[src/rtl/adder_result_fifo.sv]
// Result FIFO behind the 4-bit adder: buffers {Overflow, Sum} entries (first-word-fall-through),
// hands them out over valid/ready and keeps a saturating count of accepted overflow results.
module adder_result_fifo #(
    parameter int WIDTH = 4,
    parameter int DEPTH = 4,
    parameter int CNT_W = 8
) (
    input  logic                     Clk,
    input  logic                     Reset,
    input  logic                     In_Valid,
    input  logic [WIDTH-1:0]         Sum,
    input  logic                     Overflow,
    output logic                     In_Ready,
    output logic                     Out_Valid,
    input  logic                     Out_Ready,
    output logic [WIDTH:0]           Out_Data,
    output logic [$clog2(DEPTH):0]   Count,
    output logic                     Full,
    output logic                     Empty,
    output logic [CNT_W-1:0]         Ovf_Count
);

    localparam int AW = $clog2(DEPTH);
    localparam logic [AW:0] LP_LAST = (AW+1)'(DEPTH - 1);

    typedef enum logic [1:0] {
        S_EMPTY,
        S_PARTIAL,
        S_FULL
    } state_t;

    state_t           r_state;
    logic [WIDTH:0]   r_mem [DEPTH];
    logic [AW-1:0]    r_wr_ptr;
    logic [AW-1:0]    r_rd_ptr;
    logic [AW:0]      r_count;
    logic [CNT_W-1:0] r_ovf_count;

    logic             w_write;
    logic             w_read;
    logic             w_full;
    logic             w_empty;

    assign w_full   = (r_state == S_FULL);
    assign w_empty  = (r_state == S_EMPTY);

    // No pass-through: a full FIFO refuses input even if the head is read this cycle.
    assign w_write  = In_Valid & ~w_full;
    assign w_read   = Out_Ready & ~w_empty;

    assign In_Ready  = ~w_full;
    assign Out_Valid = ~w_empty;
    assign Full      = w_full;
    assign Empty     = w_empty;
    assign Count     = r_count;
    assign Ovf_Count = r_ovf_count;
    assign Out_Data  = w_empty ? '0 : r_mem[r_rd_ptr];

    always_ff @(posedge Clk) begin
        if (w_write) begin
            r_mem[r_wr_ptr] <= {Overflow, Sum};
        end
    end

    always_ff @(posedge Clk) begin
        if (Reset) begin
            r_wr_ptr <= '0;
            r_rd_ptr <= '0;
        end else begin
            if (w_write) begin
                r_wr_ptr <= r_wr_ptr + AW'(1);
            end
            if (w_read) begin
                r_rd_ptr <= r_rd_ptr + AW'(1);
            end
        end
    end

    always_ff @(posedge Clk) begin
        if (Reset) begin
            r_state <= S_EMPTY;
            r_count <= '0;
        end else begin
            if (w_write && !w_read) begin
                r_count <= r_count + (AW+1)'(1);
            end else if (w_read && !w_write) begin
                r_count <= r_count - (AW+1)'(1);
            end

            case (r_state)
                S_EMPTY: begin
                    if (w_write) begin
                        r_state <= S_PARTIAL;
                    end
                end
                S_PARTIAL: begin
                    if (w_write && !w_read && r_count == LP_LAST) begin
                        r_state <= S_FULL;
                    end else if (w_read && !w_write && r_count == (AW+1)'(1)) begin
                        r_state <= S_EMPTY;
                    end
                end
                S_FULL: begin
                    if (w_read) begin
                        r_state <= S_PARTIAL;
                    end
                end
                default: begin
                    r_state <= S_EMPTY;
                end
            endcase
        end
    end

    always_ff @(posedge Clk) begin
        if (Reset) begin
            r_ovf_count <= '0;
        end else if (w_write && Overflow && r_ovf_count != '1) begin
            r_ovf_count <= r_ovf_count + CNT_W'(1);
        end
    end

endmodule

[config.mk]
export PLATFORM = sky130hd
export DESIGN_NAME = adder_result_fifo
export DESIGN_NICKNAME = d
export VERILOG_FILES = /design/src/rtl/adder_result_fifo.sv
export SDC_FILE = /design/constraint.sdc
export NUM_CORES = 1
export LEC_CHECK = 0
export CAP_MARGIN = 20
export CORE_MARGIN = 10
export CORE_UTILIZATION = 52
export CTS_CLUSTER_DIAMETER = 100
export DETAILED_ROUTE_END_ITERATION = 10
export PLACE_DENSITY = 0.78
export SKIP_LAST_GASP = 1
export SYNTH_ARGS = -nofsm -noshare
export SYNTH_HDL_FRONTEND = slang
export SYNTH_SLANG_ARGS = --single-unit
[constraint.sdc]
create_clock -name Clk -period 2.27 [get_ports Clk]
set_input_delay 0.227 -clock Clk [delete_from_list [all_inputs] [get_ports Clk]]
set_output_delay 0.227 -clock Clk [all_outputs]
set_load 0.02 [all_outputs]
* Word-level counts from Yosys, hierarchy flattened
Memories as Yosys holds them, arrays and structs flattened. A register that Yosys moved wholly into a read port is not among the register bits.
Cells that the tools add are included.
** Cells by class
- $add $sub $neg :: 5
- Eq/ne operators :: 8
- Mux-type cells :: 12
- Bitwise gates (word level) :: 4
- Reductions and logical operators :: 11
** Operators by type and width (count)
- 2-to-1 mux 2 bit :: 6
- adder 8 x 1 -> 8 bit (second input constant) :: 1
- inequality test 8 bit (second input constant) :: 1
- logical AND 1 bit :: 6
- 2-to-1 mux 3 bit :: 2
- one-hot mux 2 bit (3 select lines) :: 1
- 2-to-1 mux 5 bit :: 1
- adder 2 x 1 -> 2 bit (second input constant) :: 2
- inequality test 2 bit (second input constant) :: 2
- adder 3 x 1 -> 3 bit (second input constant) :: 1
- == test 3 x 1 -> 1 bit (second input constant) :: 1
- == test 3 x 2 -> 1 bit (second input constant) :: 1
- inequality test 3 bit (second input constant) :: 1
- AND reduction 3 bit :: 1
- subtractor 3 x 1 -> 3 bit (second input constant) :: 1
- AND 1 bit :: 2
- == test 2 x 1 -> 1 bit (second input constant) :: 1
- == test 2 bit (second input constant) :: 1
- logical NOT 1 bit :: 2
- logical NOT 2 bit :: 1
- 2-to-1 mux 1 bit :: 2
- inverter 1 bit :: 2
- nonzero test 2 bit :: 1
** Storage, ports and cells
- Register bits after elaboration :: 17
- Memory bits (writable) :: 20
- Input bits :: 9
- Output and inout bits :: 20
- Memories :: 1
** Memories
- r_mem :: words 4, width 5, read ports 1, clocked after memory_dff 1, write ports 1, RTL line 33 : logic [WIDTH:0] r_mem [DEPTH];

* Depth between registers and ports, before layout
Gate-level depths: netlist of run 1.
- Depth in word-level cells :: 9
- Gate-level depth with buffers :: 9
- Depth with buffers taken out :: 8

* Worst setup path after synthesis of run 1
OpenSTA, ideal clock, no wires.
- Kind :: register to register
- From :: register r_state[0]
- To :: register r_count[2], in the netlist Count[2]
- Arrival :: 1.680 ns
- Data required time :: 2.142 ns
- Slack :: 0.462 ns
- Cell stages (with the launch flop) :: 9
- Path buffers :: 1
- Clock period less this slack :: 1.808 ns
- Cell sequence :: dfxtp_1 -> or2_2 -> clkbuf_1 -> nand2_1 -> inv_1 -> ha_1 -> o21ai_0 -> o21a_1 -> nor2_1
** Between the ends
- Longest elaborated chain between the ends :: 6
** Ends and longest elaborated chain
- start, declared :: RTL line 32 : state_t r_state;
- start signal, assigned :: RTL line 81 : r_state <= S_EMPTY;
- start signal, assigned :: RTL line 93 : r_state <= S_PARTIAL;
- start signal, assigned :: RTL line 98 : r_state <= S_FULL;
- logical NOT 2 bit * :: RTL line 45 : assign w_empty = (r_state == S_EMPTY);
- inverter 1 bit *
- net Out_Valid :: RTL line 14 : output logic Out_Valid,
- AND 1 bit * :: RTL line 49 : assign w_read = Out_Ready & ~w_empty;
- net w_read :: RTL line 40 : logic w_read;
- logical NOT 1 bit :: RTL line 84 : if (w_write && !w_read) begin
- logical AND 1 bit :: RTL line 84
- 2-to-1 mux 3 bit or nonzero test 2 bit (tied branches)
- end signal, assigned :: RTL line 85 : r_count <= r_count + (AW+1)'(1);
- end signal, assigned :: RTL line 87 : r_count <= r_count - (AW+1)'(1);
- end, declared :: RTL line 36 : logic [AW:0] r_count;
Mark *: on every way through the listed nets, which the timed path passes. The rest lies on a longest branch.
A chain may end at the register's enable or synchronous reset.

==> summary.md, run 1 <==
| Metric | Value |
|---|---|
| Inserted Diodes | `0` |
| Max Slew Vio Count | `0` |
| Gr usage total | `between 10 and 15%` |
| Commonest cells after routing, fill and taps aside | `clkdlybuf4s50_1 (28), edfxtp_1 (20), dfxtp_1 (18), nor2_1 (18)` |
| Critical-path cell with the highest stage delay | `clkdlybuf4s50_1` |
| Syn Std Cell Area | `1810 sq um` |
| Clock Sinks | `39` |
| Post-synth net total | `roughly 180` |
| H-tree levels | `2` |
| Post-Route WL | `between 3000 and 4000 um` |
| Die height | `78.9 um` |
| Root Buffer | `clkbuf_4` |
| Clock skew | `0.0116 ns` |
| CTS tree | `yes` |
| First-pass GRT wire length | `5560 um` |
| Placement Cell Area | `approximately 2100 sq um` |
| Fmax | `461 MHz` |
| Worst VDD drop | `0.000442 V` |
| Final Util | `66.0%` |
| Worst-path maximum fanout | `5` |
| Max incr delay on CP | `between 0.5 and 0.6 ns` |
| Synth Instances | `156` |
| Crit path kind | `flop to primary output` |
| Initial Util | `a little over half` |
| Std-Cell Rows | `21` |
| P_leak | `0.809 nW` |
| Hold_buf cts | `0` |
| 1st-iter DRT viols | `roughly 70` |
| # port buffers | `28` |
| Total die area | `around 6200 sq um` |
| Nets@finish | `207` |
| Hold Path Class | `flop to flop` |
| Clk pin slew, worst setup/hold paths | `0.12 ns` |
| Final Cell Area | `2200 sq um` |
| Skew-Pair Late Insertion Delay | `between 0.3 and 0.4 ns` |
| CTS buffer count | `5` |
| Least-Margin Pin Slew | `approximately 0.4 ns` |
| Max-slew headroom | `73.3%` |
| Layout area overhead | `21.8%` |
| Fill count | `roughly 290` |
| # setup viols final | `0` |
| Pin count of the biggest net entering global routing | `14` |
| Flops & latches, synth | `39` |
| DP Wirelength | `2530 um` |
| Average vias per placed instance | `about 5.1` |
| Max cap viols | `0` |
| Final RePlAce weighted congestion | `around 0.75` |
| Critical Path End Type | `primary output` |
| Seq/Total Area, Yosys | `roughly 54%` |
| Via count | `approximately 1,200` |
| DR WL/cell | `14.2 um` |
| WP data arrival | `between 1.5 and 2 ns` |
| Final ANT Viol Nets | `0` |
| Tcrit/Tclk final | `~96%` |
| Syn avg cell area | `between 10 and 15 sq um` |
| CP required | `roughly 2.0 ns` |
| Number of global-route vias before repair | `1,214` |
| Die width | `78.9 um` |
| Sequential Area | `just under 1000 sq um` |
| Worst hold slack | `between 0.5 and 0.6 ns` |
| I/O pins | `29` |
| Post-synthesis cell type count | `36` |
| Max clock buf depth | `2` |
| Commonest non-fill, non-tap cell in the layout | `clkdlybuf4s50_1` |
| CORE AREA | `between 3000 and 4000 sq um` |
| Final setup TNS | `0 ns` |
| Post-route DRC | `0` |
| Ys Warns | `0` |
| Crit-path cells | `mux4_2 > and2_1 > clkdlybuf4s50_1` |
| Grt total ovfl | `0` |
| Fraction of layout cells with a size suffix above 1 | `14.4%` |
| Status | `complete, no violations` |
| PD cells | `roughly 680 nW/um^2` |
| Initial antenna violation count | `0` |
| Final hold viol count | `0` |
| Final min period | `2.17 ns` |
| Pre-antenna DRT Iters | `4` |
| Footprint of the multi-input gates | `approximately 760 sq um` |
| CP startpoint kind | `flop` |
-- per-layer routing --
layer / vias up / global-route usage (%) / share of wire [%]
li1: 610 / - / -
met1: 557 / 11.7 / 41
met2: 30 / 18.8 / 49
met3: 6 / 5.18 / 8.2
met4: 0 / 5.38 / 1.9
met5: - / 0 / 0
-- cell type report --
cell class | instances | share of cell area, %
multi-input cells | 103 | 34.3
inverters | 9 | 1.53
clock buffers | 5 | 1.71
repair buffers | 29 | 13.1
flip-flops and latches | 39 | 44.7
well taps | 46 | 2.62
clock inverters | 3 | 1.99
-- report_power, final --
part	switching [mW]	total [mW]	internal, mW
sequential	0.0271	0.804	0.777
clock	0.233	0.465	0.232
combinational	0.111	0.222	0.112
-- sequential cells by signal, summed over array words and instances, names as in the netlist, named ones only --
name and count:
r_rd_ptr 2, Ovf_Count 8, r_mem 20, Count 3, r_state 2, r_wr_ptr 2
-- cell usage after synthesis --
library cell | count | area, sq um
a211oi_1 | 3 | 22.5
a21oi_1 | 8 | 40.0
a31oi_1 | 1 | 6.26
and2_1 | 5 | 31.3
and2_2 | 1 | 7.51
and3_2 | 4 | 30.0
buf_6 | 1 | 11.3
clkbuf_1 | 3 | 11.3
clkbuf_8 | 1 | 13.8
dfxtp_1 | 19 | 380
edfxtp_1 | 20 | 601
ha_1 | 11 | 138
inv_1 | 9 | 33.8
mux2_2 | 2 | 22.5
mux2i_1 | 1 | 10.0
mux4_2 | 5 | 113
nand2_1 | 11 | 41.3
nand2_4 | 1 | 11.3
nand2b_1 | 1 | 6.26
nand3_1 | 3 | 15.0
nand4_1 | 1 | 6.26
nor2_1 | 18 | 67.6
nor2b_1 | 5 | 31.3
nor3_1 | 2 | 10.0
nor3_2 | 1 | 10.0
nor4_1 | 3 | 18.8
nor4b_1 | 1 | 8.76
o21a_1 | 1 | 7.51
o21ai_0 | 4 | 20.0
o31ai_1 | 1 | 7.51
or2_2 | 1 | 6.26
or3_2 | 1 | 7.51
or3b_2 | 1 | 8.76
or4_1 | 1 | 7.51
xnor2_1 | 1 | 8.76
xor2_1 | 4 | 35.0
-- critical path, delay by kind of cell (launching register included) --
kind,cells,cell delay [ns]
flops,1,0.41
simple gates,1,0.16
buf+inv,1,0.53
mux,1,0.49
-- path summary, 6_finish.rpt --
kind / start / cells after the start / slack, ns / endpoint
setup reg to reg: r_state[0]$_SDFFE_PP0P_ / 8 / 0.42 / Count[2]$_SDFFE_PP0P_
hold reg to reg: r_wr_ptr[1]$_SDFFE_PP0P_ / 2 / 0.52 / r_wr_ptr[1]$_SDFFE_PP0P_
hold / removal: r_wr_ptr[1]$_SDFFE_PP0P_ / 2 / 0.52 / r_wr_ptr[1]$_SDFFE_PP0P_
setup / recovery: flop / 3 / 0.10 / Out_Data[2]
-- cell families (layout without fill, tap and decap cells) --
| family | count (synthesis) | count (layout) | synth area share (%) |
|---|---|---|---|
| AND/OR/NAND/NOR | 61 | 61 | 18.0 |
| flip-flops | 39 | 39 | 54.3 |
| AO/OA/AOI/OAI | 18 | 18 | 5.75 |
| buffers and inverters | 14 | 46 | 3.88 |
| adder cells (fa/ha/maj) | 11 | 11 | 7.62 |
| multiplexers | 8 | 8 | 8.03 |
| XOR/XNOR | 5 | 5 | 2.42 |
-- repair_timing --
item                       in CTS  in global routing
buffers inserted                0                  0
pin swaps                       0                  0
setup endpoints to repair       5                  5
gates resized for setup         1                  1
-- stage by stage --
| stage | power (mW) | worst slack (ns) | instances |
|---|---|---|---|
| after floorplan | 0.958 | 0.462 | 156 |
| after global placement | 1.03 | 0.324 | 226 |
| after detailed placement | 1.05 | 0.269 | 226 |
| after CTS | 1.51 | 0.0307 | 234 |
| after global routing | 1.56 | -0.000376 | 234 |
| final | 1.49 | 0.100 | 234 |
(Power assumes the default switching activity.)
==> inputs of run 2 (changes only) <==
PLACE_DENSITY = 0.82   (was 0.78)
REMOVE_ABC_BUFFERS = 1   (was unset)
==> run 2 against run 1 <==
  * Final area is 0.57% higher
  * Utilization rose by 0.37 points
  * Combinational power about the same
  * Clock skew is 0.0028 ns lower
  * Highest routed layer unchanged
  * Via count grew 2.5%
  * Critical endpoint is now Out_Data[1]
  * Total power grew 1.4%
==> summary.md, run 2 (same netlist as run 1, synthesis figures left out) <==
| Metric | Value |
|---|---|
| Clock Sinks | `39 (unchanged)` |
| Final RePlAce weighted congestion | `0.772 (+3.0%)` |
| I/O pins | `29 (unchanged)` |
| Placement Cell Area | `2120 sq um (unchanged)` |
| Worst Hold Depth | `2 (unchanged)` |
| Total die area | `6230 sq um (unchanged)` |
| Least-Margin Pin Slew | `0.461 ns (+0.0602 ns)` |
| Worst-path maximum fanout | `5 (unchanged)` |
| Layout area overhead | `22.5%` |
| Max Slew Vio Count | `0 (unchanged)` |
| Worst hold slack | `0.522 ns (+0.00418 ns)` |
| Final hold viol count | `0 (unchanged)` |
| Final Cell Area | `2210 sq um (+0.57%)` |
| Max-slew headroom | `69.1% (-4.1 points)` |
| Logic pwr share | `14.8% (about the same)` |
| CTS tree | `yes` |
| Pin count of the biggest net entering global routing | `14 (unchanged)` |
| First-pass GRT wire length | `5730 um (+3.0%)` |
| Internal power | `1.15 mW (+2.5%)` |
| Setup repair bufs after CTS | `0 (unchanged)` |
| Post-route DRC | `0 (unchanged)` |
| CP required | `2.04 ns (about the same)` |
| Die height | `78.9 um (unchanged)` |
| Nets@finish | `207 (unchanged)` |
| Hold Path End | `r_wr_ptr[1]$_SDFFE_PP0P_` |
| Gr usage total | `11.6% (+0.42 points)` |
| CTS resizes | `1 (unchanged)` |
| Commonest cells after routing, fill and taps aside | `clkdlybuf4s50_1 (25), edfxtp_1 (20), dfxtp_1 (18), nor2_1 (18)` |
| Status | `complete, no violations` |
| CTS buffer count | `5 (unchanged)` |
| Fraction of layout cells with a size suffix above 1 | `14.4% (unchanged)` |
| Worst Hold Launch | `r_wr_ptr[1]$_SDFFE_PP0P_` |
| H-tree levels | `2 (unchanged)` |
| Fill count | `284 (-0.70%)` |
| Max cap viols | `0 (unchanged)` |
| Sequential Power Share | `53.2% (-0.7 points)` |
| 1st-iter DRT viols | `71 (+4.4%)` |
| Worst R2R Start | `r_state[0]$_SDFFE_PP0P_` |
| Tcrit/Tclk final | `95.9% (+0.28 points)` |
| Initial Util | `54.1% (unchanged)` |
| Clock skew | `0.00876 ns (-0.00283 ns)` |
| Final min period | `2.18 ns (+0.00628 ns)` |
| Clk pwr share | `32.1% (+0.9 points)` |
| DR WL/cell | `14.5 um (+1.9%)` |
| Std-Cell Rows | `21 (unchanged)` |
| Hold Path Class | `flop to flop` |
| Final setup TNS | `0 ns (unchanged)` |
| Unrepaired setup endpoints after global routing | `false` |
| Fmax | `460 MHz (-0.29%)` |
| # setup viols final | `0 (unchanged)` |
| Net Sw Power | `0.364 mW (-1.9%)` |
| Biggest register | `r_mem` |
| Non-filler cells, final | `234 (unchanged)` |
| CP startpoint kind | `flop` |
| R2R depth | `8 (unchanged)` |
| P_leak | `0.859 nW (+6.2%)` |
| Grt total ovfl | `0 (unchanged)` |
| Placed insts | `226 (unchanged)` |
| Number of global-route vias before repair | `1,262 (+4.0%)` |
| Tot Pwr | `1.51 mW (+1.4%)` |
| Critical Path End Type | `primary output` |
| Crit path kind | `flop to primary output` |
| Post-Route WL | `3390 um (+1.9%)` |
| Die width | `78.9 um (unchanged)` |
| Initial antenna violation count | `0 (unchanged)` |
| WP data arrival | `1.95 ns (about the same)` |
| Worst VDD drop | `0.000428 V (-3.3%)` |
| Clk pin slew, worst setup/hold paths | `0.11 ns (about the same)` |
| Switching share of total power | `24.1% (-0.80 points)` |
| PD cells | `683 nW/um^2 (+0.81%)` |
| Root Buffer | `clkbuf_4` |
| CORE AREA | `3340 sq um (unchanged)` |
| Hold_buf cts | `0 (unchanged)` |
| DP Wirelength | `2510 um (-0.81%)` |
| Max clock buf depth | `2 (unchanged)` |
| Via count | `1,233 (+2.5%)` |
| Worst R2R End | `Count[2]$_SDFFE_PP0P_` |
| Reg2reg setup slack | `0.43 ns (about the same)` |
| Inserted Diodes | `0 (unchanged)` |
| Max FFs per register | `20 (unchanged)` |
| Commonest non-fill, non-tap cell in the layout | `clkdlybuf4s50_1` |
| Skew-Pair Late Insertion Delay | `0.35 ns (about the same)` |
| # port buffers | `28 (unchanged)` |
| Pre-antenna DRT Iters | `4 (unchanged)` |
| Final ANT Viol Nets | `0 (unchanged)` |
| Average vias per placed instance | `5.27 (+2.5%)` |
[run 2: changes by cell type in the layout (fill, tap and decap cells not counted)]
cell,previous run,this run
clkdlybuf4s50_1,28,25
dlymetal6s2s_1,0,3
clkbuf_8,0,1
clkinv_4,1,0
[run 2: worst max-delay path by stage]
stage / start / end / cells after the start
5_1_grt: flop / Out_Data[1] / 3
3_3_place_gp: In_Valid / Ovf_Count[4]$_SDFFE_PP0P_ / 5
6_report: flop / Out_Data[1] / 3
4_1_cts: flop / Out_Data[2] / 3
3_5_place_dp: In_Valid / Ovf_Count[4]$_SDFFE_PP0P_ / 5
2_1_floorplan: r_state[0]$_SDFFE_PP0P_ / Count[2]$_SDFFE_PP0P_ / 8
[run 2: metrics by stage]
step / utilization (%) / worst slack, ns
2_1_floorplan: - / 0.541
3_3_place_gp: 63.4 / 0.321
3_5_place_dp: 63.4 / 0.243
4_1_cts: 66.0 / 0.0157
5_1_grt: 66.3 / 0.00367
6_report: 66.3 / 0.0941
[run 2: per-layer routing]
metal / track usage (%) / routed length, um
met5: 0 / 0
met4: 6.99 / 58
met3: 5.29 / 300
met2: 19.1 / 1700
met1: 12.0 / 1330
[run 2: area by class of cell]
| cell class | count | area (sq um) | share of cell area (%) |
|---|---|---|---|
| Inverter | 9 | 33.8 | 1.53 |
| Clock inverter | 2 | 35.0 | 1.58 |
| Clock buffer | 6 | 51.3 | 2.32 |
| Timing Repair Buffer | 29 | 295 | 13.3 |
| Sequential cell | 39 | 985 | 44.5 |
| Tap cell | 46 | 57.6 | 2.60 |
| Multi-Input combinational cell | 103 | 756 | 34.1 |
[run 2: worst max-delay path: stages, from the launching register on]
cell and delay [ns]:
dfxtp_4 0.42, mux4_2 0.49, and2_1 0.16, clkdlybuf4s50_1 0.53
[run 2: power groups by stage]
stage               Sequential [mW]  Combinational, mW  Clock, mW
floorplan                     0.827              0.123          0
global placement              0.817              0.216          0
detailed placement            0.821              0.226          0
CTS                           0.805              0.227      0.497
global route                  0.811              0.249      0.530
finish                        0.804              0.223      0.485
